--- src/rtl/pio_cmd_if.sv ---
// Host-command and pio-bus signal bundle for pio_cmd_sequencer.
// The master side is the host/bench; the slave side is the sequencer.
interface pio_cmd_if;
    logic        cmd_valid;
    logic        cmd_ready;
    logic [3:0]  cmd_action;
    logic [1:0]  cmd_mindex;
    logic [31:0] cmd_data;
    logic        hold;
    logic [3:0]  pio_action;
    logic [1:0]  pio_mindex;
    logic [4:0]  pio_index;
    logic [31:0] pio_din;

    modport master (
        output cmd_valid, cmd_action, cmd_mindex, cmd_data, hold,
        input  cmd_ready, pio_action, pio_mindex, pio_index, pio_din
    );

    modport slave (
        input  cmd_valid, cmd_action, cmd_mindex, cmd_data, hold,
        output cmd_ready, pio_action, pio_mindex, pio_index, pio_din
    );
endinterface

--- src/rtl/pio_cmd_sequencer.sv ---
// Queues host PIO commands in a small FIFO and replays them onto the pio
// command bus as single-cycle pulses, tracking the instruction index itself.
module pio_cmd_sequencer #(
    parameter int FIFO_DEPTH = 4,
    parameter int IMEM_WORDS = 32
) (
    input  logic        clk,
    input  logic        reset_n,
    pio_cmd_if.slave    bus,
    output logic        busy,
    output logic        done,
    output logic        err,
    output logic [5:0]  prog_len
);
    localparam int PTR_W = $clog2(FIFO_DEPTH);
    localparam logic [PTR_W:0] FULL_CNT = (PTR_W + 1)'(FIFO_DEPTH);
    localparam logic [PTR_W:0] ZERO_CNT = {(PTR_W + 1){1'b0}};
    localparam logic [5:0]     IMEM_LIMIT = 6'(IMEM_WORDS);

    typedef enum logic [1:0] {
        ST_IDLE  = 2'd0,
        ST_ISSUE = 2'd1,
        ST_STALL = 2'd2
    } state_e;

    logic [37:0]      mem_q [FIFO_DEPTH];
    logic [PTR_W-1:0] wr_ptr_q, wr_ptr_d, rd_ptr_q, rd_ptr_d;
    logic [PTR_W:0]   count_q, count_d;
    logic             rdy_q, rdy_d;
    state_e           state_q, state_d;
    logic [3:0]       act_q, act_d;
    logic [1:0]       mindex_q, mindex_d;
    logic [4:0]       index_q, index_d;
    logic [31:0]      din_q, din_d;
    logic [5:0]       pcnt_q, pcnt_d;
    logic             err_q, err_d;
    logic             busy_q, busy_d;
    logic             done_q, done_d;
    logic             push_s, pop_s;
    logic [3:0]       head_action_s;
    logic [1:0]       head_mindex_s;
    logic [31:0]      head_data_s;

    assign push_s = bus.cmd_valid && rdy_q;
    assign {head_action_s, head_mindex_s, head_data_s} = mem_q[rd_ptr_q];

    // FSM next state and pop decision; ISSUE/STALL mean the FIFO holds entries
    always_comb begin
        pop_s   = 1'b0;
        state_d = state_q;
        case (state_q)
            ST_IDLE:  pop_s = 1'b0;
            ST_ISSUE: pop_s = !bus.hold;
            ST_STALL: pop_s = !bus.hold;
            default:  pop_s = 1'b0;
        endcase
        if (count_d == ZERO_CNT) begin
            state_d = ST_IDLE;
        end else if (bus.hold) begin
            state_d = ST_STALL;
        end else begin
            state_d = ST_ISSUE;
        end
    end

    // FIFO pointer/occupancy bookkeeping; ready is registered from the next count
    always_comb begin
        wr_ptr_d = wr_ptr_q + PTR_W'(push_s);
        rd_ptr_d = rd_ptr_q + PTR_W'(pop_s);
        count_d  = count_q + (PTR_W + 1)'(push_s) - (PTR_W + 1)'(pop_s);
        rdy_d    = (count_d != FULL_CNT);
    end

    // Decode the popped head into a bus pulse and update index counter / error
    always_comb begin
        act_d    = 4'd0;
        mindex_d = mindex_q;
        index_d  = index_q;
        din_d    = din_q;
        pcnt_d   = pcnt_q;
        err_d    = err_q;
        if (pop_s) begin
            case (head_action_s)
                4'd0: begin
                    if (head_data_s[0]) begin
                        pcnt_d = 6'd0;
                        err_d  = 1'b0;
                    end else begin
                        pcnt_d = pcnt_q;
                    end
                end
                4'd1: begin
                    if (pcnt_q == IMEM_LIMIT) begin
                        err_d = 1'b1;
                    end else begin
                        act_d    = 4'd1;
                        mindex_d = head_mindex_s;
                        index_d  = pcnt_q[4:0];
                        din_d    = {16'h0000, head_data_s[15:0]};
                        pcnt_d   = pcnt_q + 6'd1;
                    end
                end
                default: begin
                    act_d    = head_action_s;
                    mindex_d = head_mindex_s;
                    index_d  = 5'd0;
                    din_d    = head_data_s;
                end
            endcase
        end else begin
            act_d = 4'd0;
        end
        busy_d = (count_d != ZERO_CNT) || (act_d != 4'd0);
        done_d = busy_q && !busy_d;
    end

    // FIFO storage; contents are don't-care until written, so no reset
    always_ff @(posedge clk) begin
        if (push_s) begin
            mem_q[wr_ptr_q] <= {bus.cmd_action, bus.cmd_mindex, bus.cmd_data};
        end
    end

    // State and output registers
    always_ff @(posedge clk or negedge reset_n) begin
        if (!reset_n) begin
            wr_ptr_q <= {PTR_W{1'b0}};
            rd_ptr_q <= {PTR_W{1'b0}};
            count_q  <= ZERO_CNT;
            rdy_q    <= 1'b0;
            state_q  <= ST_IDLE;
            act_q    <= 4'd0;
            mindex_q <= 2'd0;
            index_q  <= 5'd0;
            din_q    <= 32'd0;
            pcnt_q   <= 6'd0;
            err_q    <= 1'b0;
            busy_q   <= 1'b0;
            done_q   <= 1'b0;
        end else begin
            wr_ptr_q <= wr_ptr_d;
            rd_ptr_q <= rd_ptr_d;
            count_q  <= count_d;
            rdy_q    <= rdy_d;
            state_q  <= state_d;
            act_q    <= act_d;
            mindex_q <= mindex_d;
            index_q  <= index_d;
            din_q    <= din_d;
            pcnt_q   <= pcnt_d;
            err_q    <= err_d;
            busy_q   <= busy_d;
            done_q   <= done_d;
        end
    end

    assign bus.cmd_ready  = rdy_q;
    assign bus.pio_action = act_q;
    assign bus.pio_mindex = mindex_q;
    assign bus.pio_index  = index_q;
    assign bus.pio_din    = din_q;
    assign busy           = busy_q;
    assign done           = done_q;
    assign err            = err_q;
    assign prog_len       = pcnt_q;
endmodule

--- src/flat_wrapper.sv ---
// flat-port wrapper written by rule: the top's interface ports become plain ports
module pio_cmd_sequencer_flat 
#(
    parameter int FIFO_DEPTH = 4,
    parameter int IMEM_WORDS = 32
)
  (clk, reset_n, busy, done, err, prog_len, bus_cmd_valid, bus_cmd_action, bus_cmd_mindex, bus_cmd_data, bus_hold, bus_cmd_ready, bus_pio_action, bus_pio_mindex, bus_pio_index, bus_pio_din);
  pio_cmd_if bus_i ();
  input  logic clk;
  input  logic reset_n;
  output logic busy;
  output logic done;
  output logic err;
  output logic [5:0] prog_len;
  input wire logic [$bits(bus_i.cmd_valid)-1:0] bus_cmd_valid;
  input wire logic [$bits(bus_i.cmd_action)-1:0] bus_cmd_action;
  input wire logic [$bits(bus_i.cmd_mindex)-1:0] bus_cmd_mindex;
  input wire logic [$bits(bus_i.cmd_data)-1:0] bus_cmd_data;
  input wire logic [$bits(bus_i.hold)-1:0] bus_hold;
  output wire logic [$bits(bus_i.cmd_ready)-1:0] bus_cmd_ready;
  output wire logic [$bits(bus_i.pio_action)-1:0] bus_pio_action;
  output wire logic [$bits(bus_i.pio_mindex)-1:0] bus_pio_mindex;
  output wire logic [$bits(bus_i.pio_index)-1:0] bus_pio_index;
  output wire logic [$bits(bus_i.pio_din)-1:0] bus_pio_din;
  assign bus_i.cmd_valid = bus_cmd_valid;
  assign bus_i.cmd_action = bus_cmd_action;
  assign bus_i.cmd_mindex = bus_cmd_mindex;
  assign bus_i.cmd_data = bus_cmd_data;
  assign bus_i.hold = bus_hold;
  assign bus_cmd_ready = bus_i.cmd_ready;
  assign bus_pio_action = bus_i.pio_action;
  assign bus_pio_mindex = bus_i.pio_mindex;
  assign bus_pio_index = bus_i.pio_index;
  assign bus_pio_din = bus_i.pio_din;
  pio_cmd_sequencer #(.FIFO_DEPTH(FIFO_DEPTH), .IMEM_WORDS(IMEM_WORDS)) u_core (.clk(clk), .reset_n(reset_n), .bus(bus_i), .busy(busy), .done(done), .err(err), .prog_len(prog_len));
endmodule
--- config.mk ---
export PLATFORM = sky130hd
export DESIGN_NAME = pio_cmd_sequencer_flat
export DESIGN_NICKNAME = d
export VERILOG_FILES = /design/src/rtl/pio_cmd_if.sv /design/src/rtl/pio_cmd_sequencer.sv /design/src/flat_wrapper.sv
export SDC_FILE = /design/constraint.sdc
export NUM_CORES = 1
export LEC_CHECK = 0
export CORE_MARGIN = 3
export CORE_UTILIZATION = 55
export CTS_CLUSTER_DIAMETER = 40
export DETAILED_ROUTE_END_ITERATION = 12
export PLACE_DENSITY = 0.77
export SYNTH_ARGS = -nofsm -noshare
export SYNTH_HDL_FRONTEND = slang
export SYNTH_SLANG_ARGS = --single-unit
--- constraint.sdc ---
create_clock -name clk -period 4.9 [get_ports clk]
set_input_delay 0.735 -clock clk [delete_from_list [all_inputs] [get_ports clk]]
set_output_delay 0.735 -clock clk [all_outputs]
set_load 0.01 [all_outputs]
# ---- Yosys cells after proc, flatten, opt, wreduce, memory -nomap -nowiden
# Memories as Yosys holds them, arrays and structs flattened.
# Index checks and enable logic that the tools add are counted.
dict set report totals {
  regBits 62
  output_inout_bits 53
  ramBits 152
  in_bits 42
  memories 1
  wordCells 62
}
dict set report classes {
  n_bitwise 1
  mux 20
  eq_ne 8
  n_reduce_logical 14
  addsub 5
}
# name depth word_bits read_ports rd_ports_with_merged_regs wr line
set memory_table {}
lappend memory_table {u_core.mem_q 4 38 1 0 1 pio_cmd_sequencer.sv:26} ;# logic [37:0] mem_q [FIFO_DEPTH];
# op count
set ops {}
lappend ops {{$pmux 32 s2} 1}
lappend ops {{$mux 32} 1}
lappend ops {{$mux 6} 2}
lappend ops {{$pmux 6 s2} 1}
lappend ops {{$pmux 5 s2} 1}
lappend ops {{$pmux 4 s2} 1}
lappend ops {{$reduce_and 4->1} 2}
lappend ops {{$add 6x1->6 const B} 1}
lappend ops {{$eq 6x6->1 const B} 1}
lappend ops {{$mux 1} 6}
lappend ops {{$mux 2} 3}
lappend ops {{$mux 5} 1}
lappend ops {{$add 2x1->2} 2}
lappend ops {{$eq 4x1->1 const B} 1}
lappend ops {{$logic_not 4->1} 1}
lappend ops {{$mux 4} 1}
lappend ops {{$ne 2x1->1 const B} 2}
lappend ops {{$pmux 2 s2} 1}
lappend ops {{$reduce_bool 4->1} 1}
lappend ops {{$add 3x1->3} 1}
lappend ops {{$logic_not 3->1} 1}
lappend ops {{$ne 3x3->1 const B} 1}
lappend ops {{$reduce_and 3->1} 1}
lappend ops {{$reduce_bool 3->1} 1}
lappend ops {{11 further kinds} 13}

# ---- Logic depth before layout (Yosys ltp)
dict set report logic_depth {
  ltp_word 8
  ltp_mapped 10
}

# ---- Worst setup path before layout
# Ideal clock, no wire load.
dict set report synth_path {
  path_kind {input to register}
  from {in bus_cmd_valid}
  to {mem u_core.mem_q[0][0] (enable)}
  slack_ns 0.593
  t_arrival_ns 3.819
  n_path_buf 0
  path_stages 2
  cell_sequence {and2_0 nor3b_1}
}
dict set report synth_via {
  elab_chain_cells 3
}
# element line
set synth_lines {}
lappend synth_lines {{start, declared} flat_wrapper.sv:15} ;# input wire logic [$bits(bus_i.cmd_valid)-1:0] bus_cmd_valid;
lappend synth_lines {{$logic_and 1x1->1} pio_cmd_sequencer.sv:44} ;# assign push_s = bus.cmd_valid && rdy_q;
lappend synth_lines {{$mux 1} pio_cmd_sequencer.sv:119} ;# if (push_s) begin
lappend synth_lines {{$mux 1 (implied by the code)} pio_cmd_sequencer.sv:120} ;# mem_q[wr_ptr_q] <= {bus.cmd_action, bus.cmd_mindex, bus.cmd_data};
lappend synth_lines {{end, declared} pio_cmd_sequencer.sv:26}
# Every way passes these cells.

# ---- Worst setup path after layout
dict set report layout_path {
  from {reg u_core.rd_ptr_q[0]}
  to {reg u_core.din_q[22], in the netlist u_core.bus.pio_din[22]}
}
dict set report layout_via {
  elab_chain_cells 4
  word_cells_on_any_way 7
  cone_classes {eq/ne: 2; mux: 1; bitwise: 1; reduce/logical: 2; memory: 1}
}
# element line
set layout_lines {}
lappend layout_lines {{start, declared} pio_cmd_sequencer.sv:27} ;# logic [PTR_W-1:0] wr_ptr_q, wr_ptr_d, rd_ptr_q, rd_ptr_d;
lappend layout_lines {{start signal, assigned} pio_cmd_sequencer.sv:128} ;# rd_ptr_q <= {PTR_W{1'b0}};
lappend layout_lines {{start signal, assigned} pio_cmd_sequencer.sv:142} ;# rd_ptr_q <= rd_ptr_d;
lappend layout_lines {{$mem_v2 4x38 (*)} --}
lappend layout_lines {{$eq 4x1->1 / $logic_not 4->1 (equally long branches)} pio_cmd_sequencer.sv:83} ;# case (head_action_s)
lappend layout_lines {{$ne 2x2->1 (no line) / $not 1->1 (equally long branches)} --}
lappend layout_lines {{$reduce_and 3->1 (no line)} --}
lappend layout_lines {{end signal, assigned} pio_cmd_sequencer.sv:149} ;# din_q <= din_d;
lappend layout_lines {{end, declared} pio_cmd_sequencer.sv:34} ;# logic [31:0] din_q, din_d;
# Mark *: on every way between the ends. The rest lies on a longest branch, timed or not.
# A chain may end at the register's enable or synchronous reset.

==> metrics list <==
* Layout Nets: 572
- Post-DP Area: 0.00936 mm^2
* HPWL reported at the end of detailed placement: 8.94 mm
- For the pin with the worst max-slew slack, the measured transition is 1060 ps.
- The synthesized netlist occupies a cell area of 0.00820 mm^2.
* Initial DRT Pass Iterations: 4
- TritonCTS built the clock tree.
- The worst setup path is captured at a flop.
- For this run, design rule violations remaining after detail routing come to 0.
* Final routed wire length divided by cell count: 20.4 um
- Across the VDD grid, the largest voltage drop is 0.335 mV.
- In this run the worst path has a maximum fanout of 30.
* Die outline area: 0.0164 mm^2
* Final setup vio count: 0
- Classification of the worst-slack hold path: in2async
* Distinct cells, synth: 43
- Clock-pin slew was measured on the worst setup and hold paths at 60 ps.
- Post CTS Setup Buffer Count: 0
* Critical path data required time: 5280 ps
* Starting Density: 0.562
* First-pass GRT wire length: 24.1 mm
* Commonest non-fill, non-tap cells in the layout: edfxtp_1, clkdlybuf4s50_1, dfrtp_1
- Remaining Overflow, GRT: 0
* Worst skew pair latency: 500 ps
- 95 I/O pins were placed.
- Synth Net Count: 458
* Growth of design area from synthesis to finish: 24.5%
- Layout cell share with drive strength beyond 1: 0.231
* Cell breakdown of the critical path: mux4_1, nor3_4, a21oi_4, buf_4, mux2_1
- Core area: 0.0146 mm^2
- In this run the vertical extent of the chip is 128 um.
- Resize count post-CTS: 0
- Dividing the detail-routed via count by the number of cells gives 5.71.
- Data arrives at the worst endpoint at 3540 ps.
- Count of antenna-violating nets left after detailed routing: 0
* Count of endpoints failing hold in the final timing report: 0
* Number of H-tree levels: 1
- Total CTS buffers: 25
- Final period utilization: 0.645
* Achievable Freq: 0.317 GHz
- For flop-to-flop paths, the worst setup slack is 1740 ps.
- Die extent in x: 128 um
- After the flow finishes, the layout carries non-filler instances totaling 725.
* Maximum number of pins on one net before global-route repair: 63
- After detailed placement, the design holds a cell count of 680.
* Number of global-route vias before repair: 4460
- Launching point of the worst reg2reg path: u_core.rd_ptr_q[0]
- Clk_skew: 10.7 ps
- Crit Path Category: reg2reg
- Yosys printed 0 warnings.
- Headroom to the max-slew limit came out at 0.289.
- WP buf/inv: 1
- Number of maximum-capacitance violations: 0
- Power per standard cell area: 653 mW/mm^2
- Total power: 0.00667 W
* Root buffer cell: clkbuf_16
- The slowest stage of the critical path is the dfrtp_2 cell.
- Fin crit period: 3160 ps
- Worst R2R Path Depth: 5
- Hold Buf Count CTS: 0
- The run finished with clean final reports.
* Number of core rows: 44
* Initial antenna violation count: 0
- For this run, the total global-route usage over all layers was measured as 0.189.
- Finished layout cell area: 0.0102 mm^2
- Input and output buffers added on the ports amount to 94.
- Setup TNS: 0 ps
- Setup repair after global routing left no endpoint under its margin.
- 0 antenna diodes ended up in the layout.
* Leakage power figure: 3.65 nW
* Synth Area per Inst: 20.1 um^2
* Largest incremental delay on the critical path: 880 ps
- The detailed router placed 4139 vias in this run.
- The count of final max-slew check failures came to 0.
- Longest Clk Path Bufs: 3
- In this run the critical register-to-register path is captured at u_core.bus.pio_din[22].
* Cell family with the largest share of critical-path delay: multiplexers
* Routed WL: 14.8 mm
- Routability-driven placement finished with a final weighted congestion of 0.817.
- Flops & latches, synth: 214
- The library cell used most frequently in the layout, excluding fill and tap cells, is edfxtp_1.
- STA classifies the critical path startpoint as a flop.
- Number of sinks handled by clock tree synthesis: 214
* Register area share after synthesis: 0.745
- After the first detailed-routing iteration, the DRC count stood at 254.
* Cells after synthesis: 409
[worst max-delay path by stage]
stage | cells past startpoint | slack [ps] | start | to
floorplan | 2 | 590 | bus_cmd_valid | u_core.mem_q[0][0]
global placement | 10 | 1600 | bus_hold | u_core.done
detailed placement | 9 | 1530 | bus_hold | u_core.done
CTS | 5 | 1700 | u_core.rd_ptr_q[0] | u_core.bus.pio_din[22]
global route | 5 | 1530 | u_core.rd_ptr_q[0] | u_core.bus.pio_din[22]
finish | 5 | 1740 | u_core.rd_ptr_q[0] | u_core.bus.pio_din[22]
[flip-flops by register name (all words and copies together) (netlist names)]
signal,count
u_core.mem_q,152
u_core.bus.cmd_ready,1
u_core.done,1
u_core.count_q,3
u_core.rd_ptr_q,2
u_core.bus.pio_action,4
u_core.busy,1
u_core.state_q,2
u_core.err,1
u_core.prog_len,6
u_core.bus.pio_index,5
u_core.wr_ptr_q,2
u_core.bus.pio_din,32
u_core.bus.pio_mindex,2
[cell usage after synthesis, drive strengths merged]
library cell,n,share of area
a21boi,1,0.00092
a21oi,1,0.0011
a22o,1,0.0011
a2bb2oi,1,0.0011
a31oi,5,0.0038
and2,4,0.0031
and3,2,0.0015
and3b,2,0.0021
buf,12,0.011
clkbuf,2,0.00092
dfrtp,62,0.19
edfxtp,152,0.56
fa,1,0.0024
ha,6,0.0092
inv,14,0.0064
mux2,34,0.047
mux2i,5,0.0061
mux4,38,0.11
nand2,9,0.0041
nand2b,5,0.0038
nand3,5,0.0030
nand4,1,0.00076
nand4b,1,0.0011
nand4bb,1,0.0014
nor2,8,0.0037
nor2b,17,0.013
nor3,3,0.0032
nor3b,1,0.00092
nor4b,1,0.0029
o211ai,3,0.0027
o21ai,2,0.0012
o41ai,1,0.0011
or3,2,0.0021
or4b,1,0.0012
xnor2,1,0.0011
xor2,4,0.0043
[cells by family after synthesis]
family,share of synthesized area
flops,0.745
mux,0.158
simple gates,0.0479
buf+inv,0.0183
compound gates,0.0130
fa+ha+maj,0.0116
xor+xnor,0.00534
[layout make-up]
type,instances,area (um^2)
Multi-Input combinational cell,167,1970
Sequential cell,214,6120
Inverter,14,52.6
Clock inverter,15,200
Fill cell,889,4380
Clock buffer,30,654
Tap cell,184,230
Timing Repair Buffer,101,991
[report_power, final]
| part | internal, W | switching [W] | total (W) |
|---|---|---|---|
| clock network | 0.00117 | 0.000701 | 0.00188 |
| registers | 0.00246 | 0.000338 | 0.00280 |
| logic | 0.00112 | 0.000875 | 0.00200 |
| total | 0.00476 | 0.00191 | 0.00667 |
[layer usage]
| layer | vias up | part of all wire | track usage |
|---|---|---|---|
| met3 | 16 | 0.054 | 0.0342 |
| li1 | 1839 | - | - |
| met1 | 2167 | 0.42 | 0.252 |
| met4 | 0 | 0.015 | 0.0487 |
| met2 | 117 | 0.51 | 0.327 |
| met5 | - | 0 | 0 |
[metrics by stage]
stage	setup WS, ps	util	hold slack [ps]
6_report	1740	0.700	340
5_1_grt	1530	0.700	390
4_1_cts	1700	0.700	360
3_5_place_dp	1530	0.642	496
3_3_place_gp	1600	0.642	474
2_1_floorplan	593	-	439
Note: power is estimated with default switching activity, not from simulation.
